<file path="src/rtl/multicycle_core_pkg.sv">
// multicycle_core_pkg: opcodes, FSM states and instruction field positions.
// Define MULTICYCLE_MUL_EN to make opcode 12 (MUL) a legal instruction.
package multicycle_core_pkg;

    localparam int OP_MSB = 15;
    localparam int OP_LSB = 10;
    localparam int RA_MSB = 9;
    localparam int RA_LSB = 5;
    localparam int RB_MSB = 4;
    localparam int RB_LSB = 0;

    typedef enum logic [5:0] {
        OP_NOP  = 6'd0,
        OP_ADD  = 6'd1,
        OP_SUB  = 6'd2,
        OP_AND  = 6'd3,
        OP_OR   = 6'd4,
        OP_XOR  = 6'd5,
        OP_SLT  = 6'd6,
        OP_LI   = 6'd7,
        OP_LD   = 6'd8,
        OP_ST   = 6'd9,
        OP_BEQ  = 6'd10,
        OP_JAL  = 6'd11,
        OP_MUL  = 6'd12,
        OP_HALT = 6'd63
    } op_e;

    typedef enum logic [2:0] {
        S_FETCH,
        S_DECODE,
        S_FETCH_IMM,
        S_EXEC,
        S_MEM,
        S_WB,
        S_HALT
    } state_e;

    function automatic logic op_legal(input logic [5:0] op);
        logic ok;
        case (op)
            OP_NOP, OP_ADD, OP_SUB, OP_AND, OP_OR, OP_XOR, OP_SLT,
            OP_LI, OP_LD, OP_ST, OP_BEQ, OP_JAL, OP_HALT: ok = 1'b1;
`ifdef MULTICYCLE_MUL_EN
            OP_MUL: ok = 1'b1;
`endif
            default: ok = 1'b0;
        endcase
        return ok;
    endfunction

endpackage

</file>
<file path="src/rtl/multicycle_core_regfile.sv">
// core_regfile: two async read ports, one sync write port, r0 hardwired to zero.
module core_regfile #(
    parameter int DATA_W    = 16,
    parameter int REG_COUNT = 32,
    localparam int IDX_W    = $clog2(REG_COUNT)
) (
    input  logic              clk_i,
    input  logic              rst_ni,
    input  logic [IDX_W-1:0]  ra_addr_i,
    output logic [DATA_W-1:0] ra_data_o,
    input  logic [IDX_W-1:0]  rb_addr_i,
    output logic [DATA_W-1:0] rb_data_o,
    input  logic              we_i,
    input  logic [IDX_W-1:0]  waddr_i,
    input  logic [DATA_W-1:0] wdata_i
);

    logic [DATA_W-1:0] regs_q [REG_COUNT];

    always_ff @(posedge clk_i or negedge rst_ni) begin
        if (!rst_ni) begin
            for (int i = 0; i < REG_COUNT; i++) begin
                regs_q[i] <= '0;
            end
        end else if (we_i && (waddr_i != '0)) begin
            regs_q[waddr_i] <= wdata_i;
        end
    end

    assign ra_data_o = (ra_addr_i == '0) ? '0 : regs_q[ra_addr_i];
    assign rb_data_o = (rb_addr_i == '0) ? '0 : regs_q[rb_addr_i];

endmodule

</file>
<file path="src/rtl/multicycle_core.sv">
// multicycle_core: 16-bit-instruction multicycle CPU over a req/ack memory bus.
// Define MULTICYCLE_MUL_EN to add opcode 12 (MUL, low DATA_W bits of ra*rb).
module multicycle_core
    import multicycle_core_pkg::*;
#(
    parameter int DATA_W    = 16,
    parameter int ADDR_W    = 16,
    parameter int REG_COUNT = 32
) (
    input  logic              CLK,
    input  logic              RST,
    output logic              mem_req,
    output logic              mem_we,
    output logic [ADDR_W-1:0] mem_addr,
    output logic [DATA_W-1:0] mem_wdata,
    input  logic [DATA_W-1:0] mem_rdata,
    input  logic              mem_ack,
    output logic              halted,
    output logic              illegal,
    output logic [ADDR_W-1:0] pc_dbg
);

    localparam int IDX_W = $clog2(REG_COUNT);

    state_e            state_q;
    logic [ADDR_W-1:0] pc_q;
    logic [15:0]       ir_q;
    logic [DATA_W-1:0] imm_q;
    logic [DATA_W-1:0] a_q;
    logic [DATA_W-1:0] b_q;
    logic [DATA_W-1:0] res_q;
    logic              mem_req_q;
    logic              mem_we_q;
    logic [ADDR_W-1:0] mem_addr_q;
    logic [DATA_W-1:0] mem_wdata_q;
    logic              halted_q;
    logic              illegal_q;

    op_e               op;
    logic [IDX_W-1:0]  ra_idx;
    logic [IDX_W-1:0]  rb_idx;
    logic [DATA_W-1:0] rf_a;
    logic [DATA_W-1:0] rf_b;
    logic [DATA_W-1:0] alu_res;
    logic [ADDR_W-1:0] imm_addr;
    logic [ADDR_W-1:0] pc_inc;
    logic              rf_we;

    assign op       = op_e'(ir_q[OP_MSB:OP_LSB]);
    assign ra_idx   = ir_q[RA_LSB +: IDX_W];
    assign rb_idx   = ir_q[RB_LSB +: IDX_W];
    assign imm_addr = ADDR_W'(imm_q);
    assign pc_inc   = pc_q + ADDR_W'(1);
    assign rf_we    = (state_q == S_WB);

    core_regfile #(
        .DATA_W    (DATA_W),
        .REG_COUNT (REG_COUNT)
    ) u_regfile (
        .clk_i     (CLK),
        .rst_ni    (RST),
        .ra_addr_i (ra_idx),
        .ra_data_o (rf_a),
        .rb_addr_i (rb_idx),
        .rb_data_o (rf_b),
        .we_i      (rf_we),
        .waddr_i   (ra_idx),
        .wdata_i   (res_q)
    );

    always_comb begin
        alu_res = '0;
        case (op)
            OP_ADD:  alu_res = a_q + b_q;
            OP_SUB:  alu_res = a_q - b_q;
            OP_AND:  alu_res = a_q & b_q;
            OP_OR:   alu_res = a_q | b_q;
            OP_XOR:  alu_res = a_q ^ b_q;
            OP_SLT:  alu_res = {{(DATA_W-1){1'b0}}, (a_q < b_q)};
`ifdef MULTICYCLE_MUL_EN
            OP_MUL:  alu_res = a_q * b_q;
`endif
            default: alu_res = '0;
        endcase
    end

    // Bus outputs are registered: each transition into a bus state
    // presets them so the request is on the wire from the state's first cycle.
    always_ff @(posedge CLK or negedge RST) begin
        if (!RST) begin
            state_q     <= S_FETCH;
            pc_q        <= '0;
            ir_q        <= '0;
            imm_q       <= '0;
            a_q         <= '0;
            b_q         <= '0;
            res_q       <= '0;
            mem_req_q   <= 1'b0;
            mem_we_q    <= 1'b0;
            mem_addr_q  <= '0;
            mem_wdata_q <= '0;
            halted_q    <= 1'b0;
            illegal_q   <= 1'b0;
        end else begin
            illegal_q <= 1'b0;
            case (state_q)
                S_FETCH: begin
                    if (!mem_req_q) begin
                        mem_req_q  <= 1'b1;
                        mem_we_q   <= 1'b0;
                        mem_addr_q <= pc_q;
                    end else if (mem_ack) begin
                        ir_q      <= mem_rdata[15:0];
                        pc_q      <= pc_inc;
                        mem_req_q <= 1'b0;
                        state_q   <= S_DECODE;
                    end
                end
                S_DECODE: begin
                    a_q <= rf_a;
                    b_q <= rf_b;
                    case (op)
                        OP_LI, OP_BEQ, OP_JAL: begin
                            mem_req_q  <= 1'b1;
                            mem_we_q   <= 1'b0;
                            mem_addr_q <= pc_q;
                            state_q    <= S_FETCH_IMM;
                        end
                        OP_HALT: begin
                            halted_q <= 1'b1;
                            state_q  <= S_HALT;
                        end
                        default: begin
                            illegal_q <= !op_legal(ir_q[OP_MSB:OP_LSB]);
                            state_q   <= S_EXEC;
                        end
                    endcase
                end
                S_FETCH_IMM: begin
                    if (mem_req_q && mem_ack) begin
                        imm_q     <= mem_rdata;
                        pc_q      <= pc_inc;
                        mem_req_q <= 1'b0;
                        state_q   <= S_EXEC;
                    end
                end
                S_EXEC: begin
                    case (op)
                        OP_ADD, OP_SUB, OP_AND, OP_OR, OP_XOR, OP_SLT: begin
                            res_q   <= alu_res;
                            state_q <= S_WB;
                        end
`ifdef MULTICYCLE_MUL_EN
                        OP_MUL: begin
                            res_q   <= alu_res;
                            state_q <= S_WB;
                        end
`endif
                        OP_LI: begin
                            res_q   <= imm_q;
                            state_q <= S_WB;
                        end
                        OP_JAL: begin
                            res_q   <= DATA_W'(pc_q);
                            pc_q    <= imm_addr;
                            state_q <= S_WB;
                        end
                        OP_LD, OP_ST: begin
                            mem_req_q   <= 1'b1;
                            mem_we_q    <= (op == OP_ST);
                            mem_addr_q  <= ADDR_W'(b_q);
                            mem_wdata_q <= a_q;
                            state_q     <= S_MEM;
                        end
                        OP_BEQ: begin
                            mem_req_q <= 1'b1;
                            mem_we_q  <= 1'b0;
                            if (a_q == b_q) begin
                                pc_q       <= imm_addr;
                                mem_addr_q <= imm_addr;
                            end else begin
                                mem_addr_q <= pc_q;
                            end
                            state_q <= S_FETCH;
                        end
                        default: begin
                            mem_req_q  <= 1'b1;
                            mem_we_q   <= 1'b0;
                            mem_addr_q <= pc_q;
                            state_q    <= S_FETCH;
                        end
                    endcase
                end
                S_MEM: begin
                    if (mem_req_q && mem_ack) begin
                        mem_req_q <= 1'b0;
                        mem_we_q  <= 1'b0;
                        if (op == OP_ST) begin
                            // FETCH re-raises mem_req, keeping a gap after the store.
                            state_q <= S_FETCH;
                        end else begin
                            res_q   <= mem_rdata;
                            state_q <= S_WB;
                        end
                    end
                end
                S_WB: begin
                    mem_req_q  <= 1'b1;
                    mem_we_q   <= 1'b0;
                    mem_addr_q <= pc_q;
                    state_q    <= S_FETCH;
                end
                S_HALT: begin
                    mem_req_q <= 1'b0;
                    mem_we_q  <= 1'b0;
                    halted_q  <= 1'b1;
                end
                default: state_q <= S_FETCH;
            endcase
        end
    end

    assign mem_req   = mem_req_q;
    assign mem_we    = mem_we_q;
    assign mem_addr  = mem_addr_q;
    assign mem_wdata = mem_wdata_q;
    assign halted    = halted_q;
    assign illegal   = illegal_q;
    assign pc_dbg    = pc_q;

endmodule

</file>
<file path="config.mk">
export PLATFORM = sky130hd
export DESIGN_NAME = multicycle_core
export DESIGN_NICKNAME = d
export VERILOG_FILES = /design/src/rtl/multicycle_core_pkg.sv /design/src/rtl/multicycle_core_regfile.sv /design/src/rtl/multicycle_core.sv
export SDC_FILE = /design/constraint.sdc
export NUM_CORES = 1
export LEC_CHECK = 0
export CORE_MARGIN = 5
export CORE_UTILIZATION = 40
export CTS_BUF_LIST = sky130_fd_sc_hd__clkbuf_8
export CTS_CLUSTER_SIZE = 10
export DETAILED_ROUTE_END_ITERATION = 7
export GPL_ROUTABILITY_DRIVEN = 0
export PLACE_DENSITY = 0.57
export REMOVE_ABC_BUFFERS = 1
export SKIP_LAST_GASP = 1
export SLEW_MARGIN = 20
export SYNTH_ARGS = -nofsm -noshare
export SYNTH_HDL_FRONTEND = slang
export SYNTH_SLANG_ARGS = --single-unit
</file>
<file path="constraint.sdc">
create_clock -name CLK -period 2.3 [get_ports CLK]
set_input_delay 0.69 -clock CLK [delete_from_list [all_inputs] [get_ports CLK]]
set_output_delay 0.69 -clock CLK [all_outputs]
set_load 0.01 [all_outputs]
</file>
==> results of run 1 <==
## cells in the final DEF (no fill, tap or decap), types with 67 or more instances in the layout
master,count
buf_4,387
clkbuf_8,141
mux2i_1,122
nor2_1,137
nand2_1,84
mux4_2,197
a21oi_1,79
buf_12,86
inv_1,67
mux2_2,497
dfrtp_1,630
## stage by stage
stage | cell area [um^2] | cells
after global routing | 46400 | 4571
after global placement | 41200 | 4281
final | 46400 | 4571
after CTS | 44600 | 4519
after detailed placement | 41200 | 4281
after floorplan | 34700 | 2593
## worst register-to-register path, cell delays in order (launching register included)
cell and delay [ns]:
dfrtp_1 0.40, inv_2 0.09, ha_4 0.21, or4_4 0.55, nor3_4 0.18, nand4_4 0.16, nor4_4 0.25, buf_4 0.18
clkbuf_16 0.14, a22oi_2 0.06, a31oi_1 0.18
## power groups by stage
| stage | clock (W) | combinational, W | sequential, W |
|---|---|---|---|
| 6_report | 0.0111 | 0.0307 | 0.0160 |
| 5_1_grt | 0.0118 | 0.0321 | 0.0162 |
| 4_1_cts | 0.0113 | 0.0278 | 0.0158 |
| 3_5_place_dp | 0 | 0.0253 | 0.0161 |
| 3_3_place_gp | 0 | 0.0249 | 0.0159 |
| 2_1_floorplan | 0 | 0.0103 | 0.0170 |
## flip-flops by register name (all words and copies together) (netlist names)
| name | count |
|---|---|
| u_regfile.regs_q | 512 |
| a_q | 16 |
| b_q | 16 |
| imm_addr | 16 |
| ir_q | 16 |
| mem_addr | 16 |
| mem_wdata | 16 |
| pc_dbg | 16 |
| res_q | 16 |
| state_q | 3 |
| halted | 1 |
| illegal | 1 |
| mem_req | 1 |
| mem_we | 1 |
## worst min path at each step
stage | depth (start not counted) | end | slack [ns]
CTS | 0 | u_regfile.regs_q[499] | 0.40
global route | 0 | u_regfile.regs_q[502] | 0.41
detailed placement | 0 | u_regfile.regs_q[499] | 0.38
finish | 0 | u_regfile.regs_q[499] | 0.39
floorplan | 0 | u_regfile.regs_q[510] | 0.37
global placement | 0 | u_regfile.regs_q[500] | 0.38
## layer usage
metal	vias to the layer above	share of wire, %	track usage (%)
met5	-	0.017	0
met3	358	8.1	5.52
met4	4	5.0	11.1
met1	14600	40	34.8
met2	1368	47	42.9
li1	11800	-	-
## cells by family (layout without fill, tap and decap cells)
kind of cell | Yosys count | count (layout)
AOI/OAI and AO/OA | 509 | 509
xor gates and xnor gates | 10 | 10
adders and majority gates | 59 | 59
buffers and inverters | 313 | 862
DFF | 647 | 647
muxes | 865 | 865
other | 0 | 1
and+or+nand+nor | 452 | 453
## final cells by class
cell class	count	area [um^2]
clock inverters	55	384
multi-input cells	1896	19800
fillers	7534	42300
diodes	1	2.50
flip-flops and latches	647	16200
clock buffers	141	1940
repair buffers	615	6360
inverters	51	191
well taps	1165	1460
## repair_timing
item                                    4_1_cts  5_1_grt
gates resized for setup                     196      298
endpoints found under the setup margin      158      323
setup buffers                                35       51
hold buffers                                  1        0
pin swaps                                    66      135
hold endpoints to repair                     17        0
cloned                                        6       10
==> results by group, run 1 <==
Setup path
  – Reg2reg setup slack: -0.20 ns
  – Crit path buffers/inverters: 3
  – FF-to-FF path depth: 10
  – Crit Reg-Reg Endpoint: mem_addr[2]
  – Worst path required time: roughly 3 ns
  – Worst Setup Path Type: reg2reg
  – Family with the most delay on the worst path: simple AND/OR/NAND/NOR gates
  – Max stage delay on crit path: 0.55 ns
  – Worst Setup SP: a_q[1]
  – Cell Chain, Critical Path: inv_2 > ha_4 > or4_4 > nor3_4 > nand4_4 > nor4_4 > buf_4 > clkbuf_16 > a22oi_2 > a31oi_1
  – Worst setup EP type: register
  – Crit path depth: 10
  – CP endpoint: mem_addr[2]
  – FF-to-FF Start: a_q[1]
  – CP max-delay cell: or4_4
  – Critical Path Source Type: register
  – Crit path DAT: ~3.2 ns
  – Max Fanout on Critical Path: 5

Timing
  – Relative slew slack: between 50 and 60%
  – Hold_ws: between 0.3 and 0.4 ns
  – Final setup vio count: 74
  – Max-slew violations: 0
  – Tmin final: about 2.5 ns
  – Slew @ Worst Pin: 0.675 ns
  – Skew final: a little under 0.07 ns
  – Final setup margin: -0.197 ns
  – Fin. Hold Viols: 0
  – Maximum clock rate: 400 MHz
  – Setup TNS: -6.27 ns
  – Period utilisation layout: 109%
  – RSZ-0062 raised after global routing: yes

Routing
  – DR vias: ~28k
  – Vias per cell: just over 6
  – DRC errors left: 0
  – Final ANT Viol Nets: 0
  – DR pass1 iterations: 6
  – Drt wl/cell: 28.5 um
  – Detailed Route WL: between 100000 and 150000 um
  – Initial DRC count: ~2.9k

Floorplanning
  – Core Area: 0.0886 mm^2
  – Die Area: around 0.096 mm^2
  – Chip Width: roughly 310 um
  – Initial Utilization: about 40%
  – Die Y: between 300 and 400 um
  – Std-Cell Rows: 109
  – Io pins: 71

Synth
  – XOR/XNOR Fraction of Synth Area: less than 1%
  – Post-synthesis cell area: around 0.036 mm^2
  – Number of flops mapped to enable cells by yosys: 0
  – Main combinational cell family by area after synthesis: multiplexers
  – Mux share of post-synthesis cell area: between 30% and 40%
  – Async S/R FF share, synth: 100%
  – Simple-gate area share of the yosys netlist: under 10%
  – Yosys reg bits: 647
  – Post-synth cell types: 79
  – Area leader, netlist: dfrtp_1
  – Cell with the most instances after synthesis: dfrtp_1
  – Compound-gate portion of the synthesized area: around 9.6%
  – Top cell type's share of synthesized area: between 40% and 50%
  – Synth Flop Type: dfrtp_1
  – Post-synth top cells: dfrtp_1, mux2_2, mux4_2
  – Register area share after synthesis: between 40 and 50%
  – Post-Synth Adder-Cell Area: 2.10%
  – Syn Area/Cell: between 10 and 15 um^2
  – Top post-synthesis cells by area: dfrtp_1, mux2_2, mux4_2, mux2i_1, ha_1
  – Synthesized netlist cell count: 2855
  – Yosys Warn Count: 0

CTS
  – H-tree depth reported by CTS: 3
  – CTS buffer count: roughly 110
  – Clock sinks: 647
  – CTS max path bufs: 3
  – CTS tree: done
  – Clock slew at reported path FFs: ~0.06 ns
  – CTS root buf: clkbuf_8
  – Worst-Skew Late Latency: 0.78 ns

Outcome
  – Status: complete, but fails checks
  – Failing checks: setup timing

Power and ir drop
  – VDD IR max: roughly 930 uV
  – Design Power: 0.0578 W
  – Flop pwr share: 27.7%
  – Switching fraction of total power: between 40% and 50%
  – Switching pwr: between 0.02 and 0.025 W
  – Clock share of power: a little under a fifth
  – Internal: approximately 0.034 W
  – Power Density: ~1200 mW/mm^2
  – Comb pwr share: 53.1%
  – Leakage: around 21 nW

GRT
  – First-pass GRT wire length: 191000 um
  – Grt total ovfl: 0
  – Initial antenna violation count: 3
  – Vias in the first global route: 29.0k
  – Pin count of the biggest net entering global routing: 79
  – Total GRT Usage: between 20% and 30%

Placement
  – Number of buffers added on ports: 70
  – Hpwl dp: 88700 um
  – Pre-CTS WS: -0.363 ns

Layout
  – Layout overhead on the synthesized area: 29.6%
  – Nets: ~3.4k
  – Fraction of layout cells with a size suffix above 1: 50.8%
  – Final core utilization: around 52%

Min path
  – HP Start: u_regfile.regs_q[499]
  – Min-Delay Path Class: reg2reg

Run
  – Max_cap viols: 0
No activity file was read; power rests on OpenSTA's default activity.
==> inputs of run 2 (changes only) <==
- SYNTH_HIERARCHICAL: unset -> 1
==> results by group, run 2 <==
Floorplanning
  – Core Area: 0.0921 mm^2 (+3.9%)
  – Chip Width: 315 um (+1.9%)
  – Std-Cell Rows: 111 (+1.8%)
  – Die Area: 0.0993 mm^2 (+3.8%)
  – Io pins: 71 (unchanged)
  – Die Y: 315 um (+1.9%)
  – Initial Utilization: 40.4% (about the same)

Synth
  – Post-synth top cells: dfrtp_1, mux2_2, mux4_2
  – Register area share after synthesis: 43.5% (-1.7 points)
  – Area leader, netlist: dfrtp_1
  – Post-synth cell types: 104 (+32%)
  – Cell with the most instances after synthesis: dfrtp_1
  – Async S/R FF share, synth: 100% (unchanged)
  – Syn Area/Cell: 12.8 um^2 (+2.0%)
  – Top cell type's share of synthesized area: 43.5% (-1.7 points)
  – Number of flops mapped to enable cells by yosys: 0 (unchanged)
  – Synth Flop Type: dfrtp_1
  – Top post-synthesis cells by area: dfrtp_1, mux2_2, mux4_2, mux2i_1, ha_1
  – Yosys Warn Count: 6 (+6)
  – Yosys reg bits: 647 (unchanged)
  – Synthesized netlist cell count: 2909 (+1.9%)
  – Post-synthesis cell area: 0.0372 mm^2 (+4.0%)

CTS
  – Clock sinks: 647 (unchanged)
  – CTS root buf: clkbuf_8
  – Clock slew at reported path FFs: 0.06 ns (about the same)
  – CTS tree: done
  – H-tree depth reported by CTS: 3 (unchanged)
  – Worst-Skew Late Latency: 0.75 ns (-0.03 ns)
  – CTS max path bufs: 3 (unchanged)
  – CTS buffer count: 114 (+2.7%)

Timing
  – Skew final: 0.0431 ns (-0.0258 ns)
  – Slew @ Worst Pin: 1.06 ns (+0.388 ns)
  – RSZ-0062 raised after global routing: yes
  – Hold_ws: 0.393 ns (+0.00262 ns)
  – Tmin final: 2.68 ns (+0.185 ns)
  – Maximum clock rate: 373 MHz (-6.9%)
  – Fin. Hold Viols: 0 (unchanged)
  – Final setup vio count: 151 (+100%)
  – Final setup margin: -0.382 ns (-0.185 ns)
  – Period utilisation layout: 117% (+8.1 points)
  – Relative slew slack: 29.2% (-26 points)
  – Max-slew violations: 0 (unchanged)

Outcome
  – Status: complete, but fails checks
  – Failing checks: DRC, setup timing

GRT
  – GRT met1 Usage: 32.9% (-2.0 points)
  – First-pass GRT wire length: 192000 um (+0.73%)
  – Grt total ovfl: 0 (unchanged)
  – Vias in the first global route: 30.0k (+3.3%)
  – Grt met2 use: 42.4% (-0.53 points)
  – Total GRT Usage: 25.2% (-1.2 points)
  – Pin count of the biggest net entering global routing: 83 (+5.1%)
  – Met3 Use GR: 4.11% (-1.4 points)
  – Grt peak-use layer: met2
  – Initial antenna violation count: 4 (+1)

Power and ir drop
  – Power Density: 1200 mW/mm^2 (-4.0%)
  – Leakage: 22.4 nW (+6.1%)
  – Internal: 0.0337 W (-0.64%)
  – Design Power: 0.0580 W (+0.48%)
  – Switching fraction of total power: 41.9% (+0.66 points)
  – Clock share of power: 18.8% (-0.3 points)
  – VDD IR max: 544 uV (-42%)
  – Comb pwr share: 54.7% (+1.6 points)
  – Flop pwr share: 26.5% (-1.2 points)
  – Switching pwr: 0.0243 W (+2.1%)

Layout
  – Largest Register: u_regfile/regs_q
  – Most frequent cells in the layout: dfrtp_1, mux2_2, buf_4
  – Max FFs per register: 512 (unchanged)
  – Post-Layout Cell Count: 4753 (+4.0%)
  – Commonest non-fill, non-tap cell in the layout: dfrtp_1
  – Layout overhead on the synthesized area: 30.4%
  – Fraction of layout cells with a size suffix above 1: 53.6% (+2.8 points)
  – Nets: 3492 (+2.7%)
  – Final instance area: 0.0485 mm^2 (+4.6%)

Setup path
  – Max Fanout on Critical Path: 7 (+2)
  – Crit path DAT: 3.28 ns (+0.09 ns)
  – Worst Setup Path Type: reg2reg
  – CP max-delay cell: or4_4
  – Max stage delay on crit path: 0.56 ns (about the same)
  – Worst path required time: 2.89 ns (-0.10 ns)
  – Critical Path Source Type: register
  – Worst setup EP type: register
  – Cell Chain, Critical Path: inv_2 > ha_4 > or4_4 > nor4_4 > nand4_4 > o21ai_2 > nand3_2 > buf_6 > a222oi_1 > a21oi_1
  – FF-to-FF path depth: 10 (unchanged)

Routing
  – Vias per cell: 5.99 (-2.7%)
  – Final ANT Viol Nets: 0 (unchanged)
  – Initial DRC count: 2735 (-5.0%)
  – DRC errors left: 2 (+2)
  – DR pass1 iterations: 8 (+2)
  – Drt wl/cell: 27.1 um (-5.0%)
  – DR vias: 28.5k (+1.1%)
  – Detailed Route WL: 129000 um (-1.2%)

Placement
  – Placed instance count: 4433 (+3.6%)
  – Number of buffers added on ports: 70 (unchanged)
  – Pre-CTS WS: -0.461 ns (-0.0979 ns)
  – Cell area after placement: 0.0426 mm^2 (+3.2%)
  – Hpwl dp: 87600 um (-1.2%)

Min path
  – Min-Delay Path Class: reg2reg
  – Hold depth: 0 (unchanged)

Run
  – Max_cap viols: 0 (unchanged)
run 2: metal layers:
layer | part of all wire (%) | routed length [um]
met1 | 41 | 52400
met2 | 49 | 62900
met3 | 6.2 | 8000
met4 | 4.4 | 5630
met5 | 0 | 0
run 2: critical path: cells and delay by family, from the launching register on:
kind,cells,cell delay [ns]
and+or+nand+nor,4,1.07
AOI/OAI and AO/OA,3,0.64
DFF,1,0.39
buffers and inverters,2,0.24
adders and majority gates,1,0.21
run 2: power by group through the flow:
stage / sequential, W / clock (W) / combinational [W]
final: 0.0154 / 0.0109 / 0.0317
after global routing: 0.0156 / 0.0117 / 0.0332
after CTS: 0.0153 / 0.0112 / 0.0295
after detailed placement: 0.0157 / 0 / 0.0260
after global placement: 0.0156 / 0 / 0.0257
after floorplan: 0.0168 / 0 / 0.0103
run 2: final timing paths:
kind | startpoint | endpoint | slack [ns]
min in group asynchronous | RST | u_regfile/regs_q[350] | 0.48
setup / recovery | a_q[9] | mem_addr[12] | -0.38
hold reg to reg | u_regfile/regs_q[504] | u_regfile/regs_q[504] | 0.39
hold / removal | u_regfile/regs_q[504] | u_regfile/regs_q[504] | 0.39
setup reg to reg | a_q[9] | mem_addr[12] | -0.38
max in group asynchronous | RST | u_regfile/regs_q[381] | 0.95
run 2: through the flow:
step	setup TNS, ns	utilization, %
detailed placement	-27.22	46.2
floorplan	-1724.80	-
CTS	-20.79	51.4
finish	-15.90	52.7
global placement	-25.88	46.2
global route	-25.77	52.7
run 2: cell families after synthesis:
kind of cell / share of synthesized area (%)
mux: 34.0
compound gates: 9.14
simple gates: 6.37
flops: 43.5
buf+inv: 4.86
xor+xnor: 0.118
fa+ha+maj: 2.02
run 2: timing repair:
action                                 in CTS  in global routing
endpoints found under the hold margin      23                  0
gates cloned                               12                  8
pin swaps                                 101                 79
setup buffers                              87                 43
hold buffers                                1                  0
gates resized for setup                   428                229
setup endpoints to repair                 272                484
run 2: cell type report:
| type | instances | area (um^2) |
|---|---|---|
| multi-input cells | 1936 | 21300 |
| flip-flops and latches | 647 | 16200 |
| fillers | 7696 | 43500 |
| clock inverters | 71 | 425 |
| diodes | 3 | 7.51 |
| well taps | 1243 | 1560 |
| clock buffers | 138 | 1900 |
| inverters | 51 | 194 |
| repair buffers | 664 | 6960 |
